**config.mk**
```make
export PLATFORM = sky130hd
export DESIGN_NAME = if_id_reg_flat
export DESIGN_NICKNAME = d
export VERILOG_FILES = /design/src/rtl/if_id_reg_if.sv /design/src/rtl/if_id_reg.sv /design/src/flat_wrapper.sv
export SDC_FILE = /design/constraint.sdc
export NUM_CORES = 1
export LEC_CHECK = 0
export ABC_AREA = 1
export CORE_UTILIZATION = 43
export DETAILED_ROUTE_END_ITERATION = 10
export PLACE_DENSITY = 0.77
export SYNTH_ARGS = -nofsm -noshare
export SYNTH_HDL_FRONTEND = slang
export SYNTH_SLANG_ARGS = --single-unit
```
**constraint.sdc**
```tcl
create_clock -name clk -period 1.62 [get_ports clk]
set_input_delay 0.324 -clock clk [delete_from_list [all_inputs] [get_ports clk]]
set_output_delay 0.324 -clock clk [all_outputs]
set_load 0.005 [all_outputs]
```
**src/rtl/if_id_reg_if.sv**
```systemverilog
// IF/ID pipeline register bus: fetch-side inputs, hazard-unit inputs,
// and the registered ID-side outputs plus hazard controls.
interface if_id_reg_if;
    logic [31:0] instIn;
    logic [31:0] pcIn;
    logic [1:0]  pcSrc;
    logic        idExMemRead;
    logic [4:0]  idExRt;
    logic        clrCnt;
    logic [31:0] instOut;
    logic [31:0] pcOut;
    logic        validOut;
    logic        pcWrite;
    logic        ctrlBubble;
    logic [7:0]  stallCnt;
    logic [7:0]  flushCnt;

    // Driver side (fetch / control / bench)
    modport master (
        output instIn, pcIn, pcSrc, idExMemRead, idExRt, clrCnt,
        input  instOut, pcOut, validOut, pcWrite, ctrlBubble, stallCnt, flushCnt
    );

    // Register side (the if_id_reg block)
    modport slave (
        input  instIn, pcIn, pcSrc, idExMemRead, idExRt, clrCnt,
        output instOut, pcOut, validOut, pcWrite, ctrlBubble, stallCnt, flushCnt
    );
endinterface

```
**src/rtl/if_id_reg.sv**
```systemverilog
// IF/ID pipeline register with load-use hazard detection, control-hazard
// flush, and saturating stall/flush event counters.
module if_id_reg (
    input logic        clk,
    input logic        rst,      // asynchronous, active-low
    if_id_reg_if.slave bus
);

    localparam logic [5:0] OP_RTYPE = 6'b000000;
    localparam logic [5:0] OP_J     = 6'b000010;
    localparam logic [5:0] OP_BEQ   = 6'b000100;
    localparam logic [5:0] OP_BNE   = 6'b000101;
    localparam logic [5:0] OP_SW    = 6'b101011;

    logic [31:0] inst_q, inst_d;
    logic [31:0] pc_q, pc_d;
    logic        valid_q, valid_d;
    logic [7:0]  stall_cnt_q, stall_cnt_d;
    logic [7:0]  flush_cnt_q, flush_cnt_d;

    logic [5:0] opcode;
    logic [4:0] rs_f;
    logic [4:0] rt_f;
    logic       uses_rs;
    logic       uses_rt;
    logic       load_use;
    logic       flush;

    // Hazard detection on the instruction currently held in ID
    always_comb begin
        opcode   = inst_q[31:26];
        rs_f     = inst_q[25:21];
        rt_f     = inst_q[20:16];
        uses_rt  = (opcode == OP_RTYPE) || (opcode == OP_BEQ) ||
                   (opcode == OP_BNE)   || (opcode == OP_SW);
        uses_rs  = (opcode != OP_J);
        load_use = valid_q && bus.idExMemRead && (bus.idExRt != 5'd0) &&
                   ((uses_rs && (bus.idExRt == rs_f)) ||
                    (uses_rt && (bus.idExRt == rt_f)));
        // A stalled or bubble slot cannot redirect, so pcSrc is ignored then
        flush    = valid_q && (bus.pcSrc != 2'b00) && !load_use;
    end

    // Next-state selection: stall holds, flush inserts a bubble, else load
    always_comb begin
        inst_d  = bus.instIn;
        pc_d    = bus.pcIn;
        valid_d = 1'b1;
        if (load_use) begin
            inst_d  = inst_q;
            pc_d    = pc_q;
            valid_d = valid_q;
        end else if (flush) begin
            inst_d  = 32'h0000_0000;
            pc_d    = 32'h0000_0000;
            valid_d = 1'b0;
        end
    end

    // Saturating event counters; clear wins over any increment
    always_comb begin
        stall_cnt_d = stall_cnt_q;
        flush_cnt_d = flush_cnt_q;
        if (bus.clrCnt) begin
            stall_cnt_d = 8'd0;
            flush_cnt_d = 8'd0;
        end else begin
            if (load_use && (stall_cnt_q != 8'hFF)) begin
                stall_cnt_d = stall_cnt_q + 8'd1;
            end
            if (flush && (flush_cnt_q != 8'hFF)) begin
                flush_cnt_d = flush_cnt_q + 8'd1;
            end
        end
    end

    // State registers with asynchronous active-low reset
    always_ff @(posedge clk or negedge rst) begin
        if (!rst) begin
            inst_q      <= 32'h0000_0000;
            pc_q        <= 32'h0000_0000;
            valid_q     <= 1'b0;
            stall_cnt_q <= 8'd0;
            flush_cnt_q <= 8'd0;
        end else begin
            inst_q      <= inst_d;
            pc_q        <= pc_d;
            valid_q     <= valid_d;
            stall_cnt_q <= stall_cnt_d;
            flush_cnt_q <= flush_cnt_d;
        end
    end

    assign bus.instOut    = inst_q;
    assign bus.pcOut      = pc_q;
    assign bus.validOut   = valid_q;
    assign bus.pcWrite    = !load_use;
    assign bus.ctrlBubble = load_use;
    assign bus.stallCnt   = stall_cnt_q;
    assign bus.flushCnt   = flush_cnt_q;

endmodule
```
**src/flat_wrapper.sv**
```systemverilog
// flat-port wrapper written by rule: the top's interface ports become plain ports
module if_id_reg_flat 
  (clk, rst, bus_instIn, bus_pcIn, bus_pcSrc, bus_idExMemRead, bus_idExRt, bus_clrCnt, bus_instOut, bus_pcOut, bus_validOut, bus_pcWrite, bus_ctrlBubble, bus_stallCnt, bus_flushCnt);
  if_id_reg_if bus_i ();
  input logic clk;
  input logic rst;
  input wire logic [$bits(bus_i.instIn)-1:0] bus_instIn;
  input wire logic [$bits(bus_i.pcIn)-1:0] bus_pcIn;
  input wire logic [$bits(bus_i.pcSrc)-1:0] bus_pcSrc;
  input wire logic [$bits(bus_i.idExMemRead)-1:0] bus_idExMemRead;
  input wire logic [$bits(bus_i.idExRt)-1:0] bus_idExRt;
  input wire logic [$bits(bus_i.clrCnt)-1:0] bus_clrCnt;
  output wire logic [$bits(bus_i.instOut)-1:0] bus_instOut;
  output wire logic [$bits(bus_i.pcOut)-1:0] bus_pcOut;
  output wire logic [$bits(bus_i.validOut)-1:0] bus_validOut;
  output wire logic [$bits(bus_i.pcWrite)-1:0] bus_pcWrite;
  output wire logic [$bits(bus_i.ctrlBubble)-1:0] bus_ctrlBubble;
  output wire logic [$bits(bus_i.stallCnt)-1:0] bus_stallCnt;
  output wire logic [$bits(bus_i.flushCnt)-1:0] bus_flushCnt;
  assign bus_i.instIn = bus_instIn;
  assign bus_i.pcIn = bus_pcIn;
  assign bus_i.pcSrc = bus_pcSrc;
  assign bus_i.idExMemRead = bus_idExMemRead;
  assign bus_i.idExRt = bus_idExRt;
  assign bus_i.clrCnt = bus_clrCnt;
  assign bus_instOut = bus_i.instOut;
  assign bus_pcOut = bus_i.pcOut;
  assign bus_validOut = bus_i.validOut;
  assign bus_pcWrite = bus_i.pcWrite;
  assign bus_ctrlBubble = bus_i.ctrlBubble;
  assign bus_stallCnt = bus_i.stallCnt;
  assign bus_flushCnt = bus_i.flushCnt;
  if_id_reg u_core (.clk(clk), .rst(rst), .bus(bus_i));
endmodule
```
==> reports/metrics.csv <==
stage,metric,value,unit
outcome,outcome,"complete, but fails checks",
outcome,violated checks,negative setup slack,
clocking,CTS tree,yes,
synth,"Avg Cell Area, Syn",8.68,um2
worst_setup_path,crit path DAT,1520,ps
timing,final slew viol count,0,
synth,Yosys Warn Count,0,
floorplanning,Die Wd,96.1,um
synth,Synth Register Bits,81,
worst_setup_path,"Req. time, crit path",1300,ps
floorplanning,die height,96.1,um
clocking,Clock Pin Slew Worst Setup and Hold Paths,80,ps
routing,Vias,3761,
worst_setup_path,WS Path Type,register to output port,
timing,unrepaired setup endpoints after global routing,yes,
job,Max-Cap Viols,0,
synth,Post-Syn Nets,515,
synth,Area contributors post-synth,"dfrtp_1, nand2_1, nand3_1, nand3_2, nor2_1",
worst_setup_path,CP startpoint,u_core.bus.instOut[30],
clocking,clk_lat worst skew,340,ps
synth,Synth async-reset ratio,1.00,
pwr,LEAKAGE,3.12,nW
global_routing,largest net degree at the start of global routing,34,
worst_hold_path,worst min path class,input port to async pin,
worst_setup_path,Reg2Reg Setup Slack,-190,ps
floorplanning,core box area,8380,um2
timing,setup ws final,-227,ps
floorplanning,die area,9230,um2
global_routing,Total GRT Usage,0.251,
global_routing,vias in the first global route,3673,
timing,slew margin rel.,0.765,
pwr,Power Dens Cells,873,nW/um2
synth,synth cell count leaders,"nand2_1, dfrtp_1, nand3_1, nand3_2, nor2_1",
synth,Post-synth EDFFs,0,
routing,vias per cell,4.99,
worst_setup_path,RR Endpoint,u_core.bus.instOut[17],
synth,most common cell in the netlist,nand2_1,
routing,initial DRC count,136,
synth,Mapped Area,3800,um2
synth,top_reg_cell synth,dfrtp_1,
finish,Area Growth Syn to Fin,63.7,%
floorplanning,IO Pins,158,
timing,Final period util,1.14,
worst_setup_path,critical-path cell list,"inv_2, nand3_2, nor2_2, nor2_1, nand2_1, nand2_2, nand2_4, inv_2, buf_2",
routing,final wirelength,11.4,mm
worst_setup_path,Worst Reg-to-Reg Cells,12,
synth,Mapped Cells,438,
clocking,H-tree levels,3,
worst_setup_path,critical path endpoint category,output port,
finish,ant diodes,0,
timing,fmax,541,MHz
timing,Hold Worst Slack,435,ps
clocking,Root Driver,clkbuf_8,
pwr,total power,0.00544,W
routing,# DRC,0,
timing,Tmin final,1850,ps
finish,Final Net Count,721,
clocking,Max Buffers Root-to-Sink,2,
timing,clk_skew,8.46,ps
global_routing,gr ovfl total,0,
worst_setup_path,critical path's most frequent cell,inv_2,
finish,share of cells above drive strength 1,0.193,
worst_setup_path,Worst setup SP type,register,
timing,final setup fails,75,
routing,DR WL/cell,15.2,um
timing,Fin. Hold Viols,0,
routing,Post-DRT Antenna Nets,0,
finish,number of fillers in the final layout,632,
synth,post-synth top area share,0.533,
global_routing,first-pass GRT wire length,17.4,mm
global_routing,number of antenna violations at the first check in global routing,0,
pwr,maximum vdd drop,497,uV
floorplanning,FP Rows,33,
worst_setup_path,Slowest cell on crit path,dfrtp_1,
floorplanning,Starting Density,0.454,
worst_setup_path,Worst R2R Start,u_core.bus.instOut[30],
place,port bufs,157,
synth,post-synth cell types,24,
clocking,clk sinks,81,
place,global placer's final weighted congestion,0.805,
routing,Pre-Repair DR Iteration Count,4,
worst_setup_path,CP max stage delay,430,ps
synth,Yosys top cell by area,dfrtp_1,
worst_setup_path,CP max FO,4,
timing,worst slew pin tran,352,ps
synth,register area share after synthesis,0.533,
clocking,CTS Buf Count,9,
place,HPWL after DPL,7.46,mm
## registers in the layout, summed over array words and instances (netlist names)
name	cells
u_core.bus.instOut	32
u_core.bus.validOut	1
u_core.bus.flushCnt	8
u_core.bus.pcOut	32
u_core.bus.stallCnt	8
## worst max-delay path, delay by kind of cell, from the launching register on
| kind | cells | cell delay (ps) |
|---|---|---|
| AND/OR/NAND/NOR | 6 | 500 |
| buffers and inverters | 3 | 230 |
| flip-flops | 1 | 430 |
## how the worst max path moves through the flow
stage / slack, ps / to / depth (start not counted)
2_1_floorplan: 100 / u_core.bus.flushCnt[5] / 9
3_3_place_gp: -610 / bus_ctrlBubble / 9
3_5_place_dp: -660 / u_core.bus.pcOut[3] / 11
4_1_cts: -270 / bus_ctrlBubble / 8
5_1_grt: -290 / bus_ctrlBubble / 8
6_report: -230 / bus_ctrlBubble / 9
## repair_timing
action                                  4_1_cts  5_1_grt
setup buffers                                17        5
hold buffers                                  1        0
hold endpoints to repair                     22        0
endpoints found under the setup margin      109       86
pin swaps                                     7       12
gates cloned                                  3        0
gates resized for setup                      56       17
## cell type report
class	instances	area (um2)	area share
clock buffers	12	155	0.0249
clock inverters	4	73.8	0.0119
inverters	14	55.1	0.00884
multi-input cells	321	1660	0.266
flip-flops and latches	81	2030	0.326
well taps	105	131	0.0211
repair buffers	217	2130	0.341
## metal layers
metal  up-vias  share of wire  global-route usage
li1       1817              -                   -
met1      1804           0.40               0.298
met2       126           0.51               0.456
met3        14          0.067              0.0529
met4         0          0.015              0.0734
met5         -              0                   0
## layout by cell type (no fill, tap or decap), types with 2 or more instances in the layout
cell type	netlist	final
inv_2	7	7
o21ai_1	5	6
buf_16	0	5
nand3_4	0	2
nand3_2	21	23
buf_4	0	49
bufinv_16	0	2
clkbuf_8	0	11
inv_1	7	6
nor3b_1	3	3
xor2_1	9	9
nand2_2	4	4
buf_2	14	2
clkdlybuf4s50_1	0	129
nand3b_1	3	3
nand2_4	1	2
buf_6	6	3
a21oi_1	3	2
nor2_1	21	17
nor2_2	0	3
nand2_1	170	168
dlygate4sd2_1	0	22
dfrtp_1	81	80
nand3_1	63	59
nor3_1	5	5
buf_12	0	2
xnor2_1	7	7
## metrics by stage
stage               std cells  cell area [um2]  setup slack, ps  setup TNS [ps]   util
detailed placement        713             5660             -663          -49320  0.675
global route              754             6230             -290          -15730  0.743
global placement          713             5660             -609          -43810  0.675
finish                    754             6230             -227          -10130  0.743
CTS                       749             6150             -266          -11900  0.734
floorplan                 438             3800             95.6               0      -
## where the power goes
| group | internal [W] | total, W | switching, W |
|---|---|---|---|
| clock | 0.000957 | 0.00169 | 0.000733 |
| sequential | 0.00222 | 0.00236 | 0.000134 |
| combinational | 0.000796 | 0.00139 | 0.000591 |
## kinds of logic (layout without fill, tap and decap cells)
logic type,after synthesis,in the layout,synth area share
simple gates,293,293,0.358
flops,81,81,0.533
buf+inv,36,247,0.0520
xor+xnor,16,16,0.0368
compound gates,10,10,0.0138
fa+ha+maj,2,2,0.00658
(Power assumes the default switching activity.)
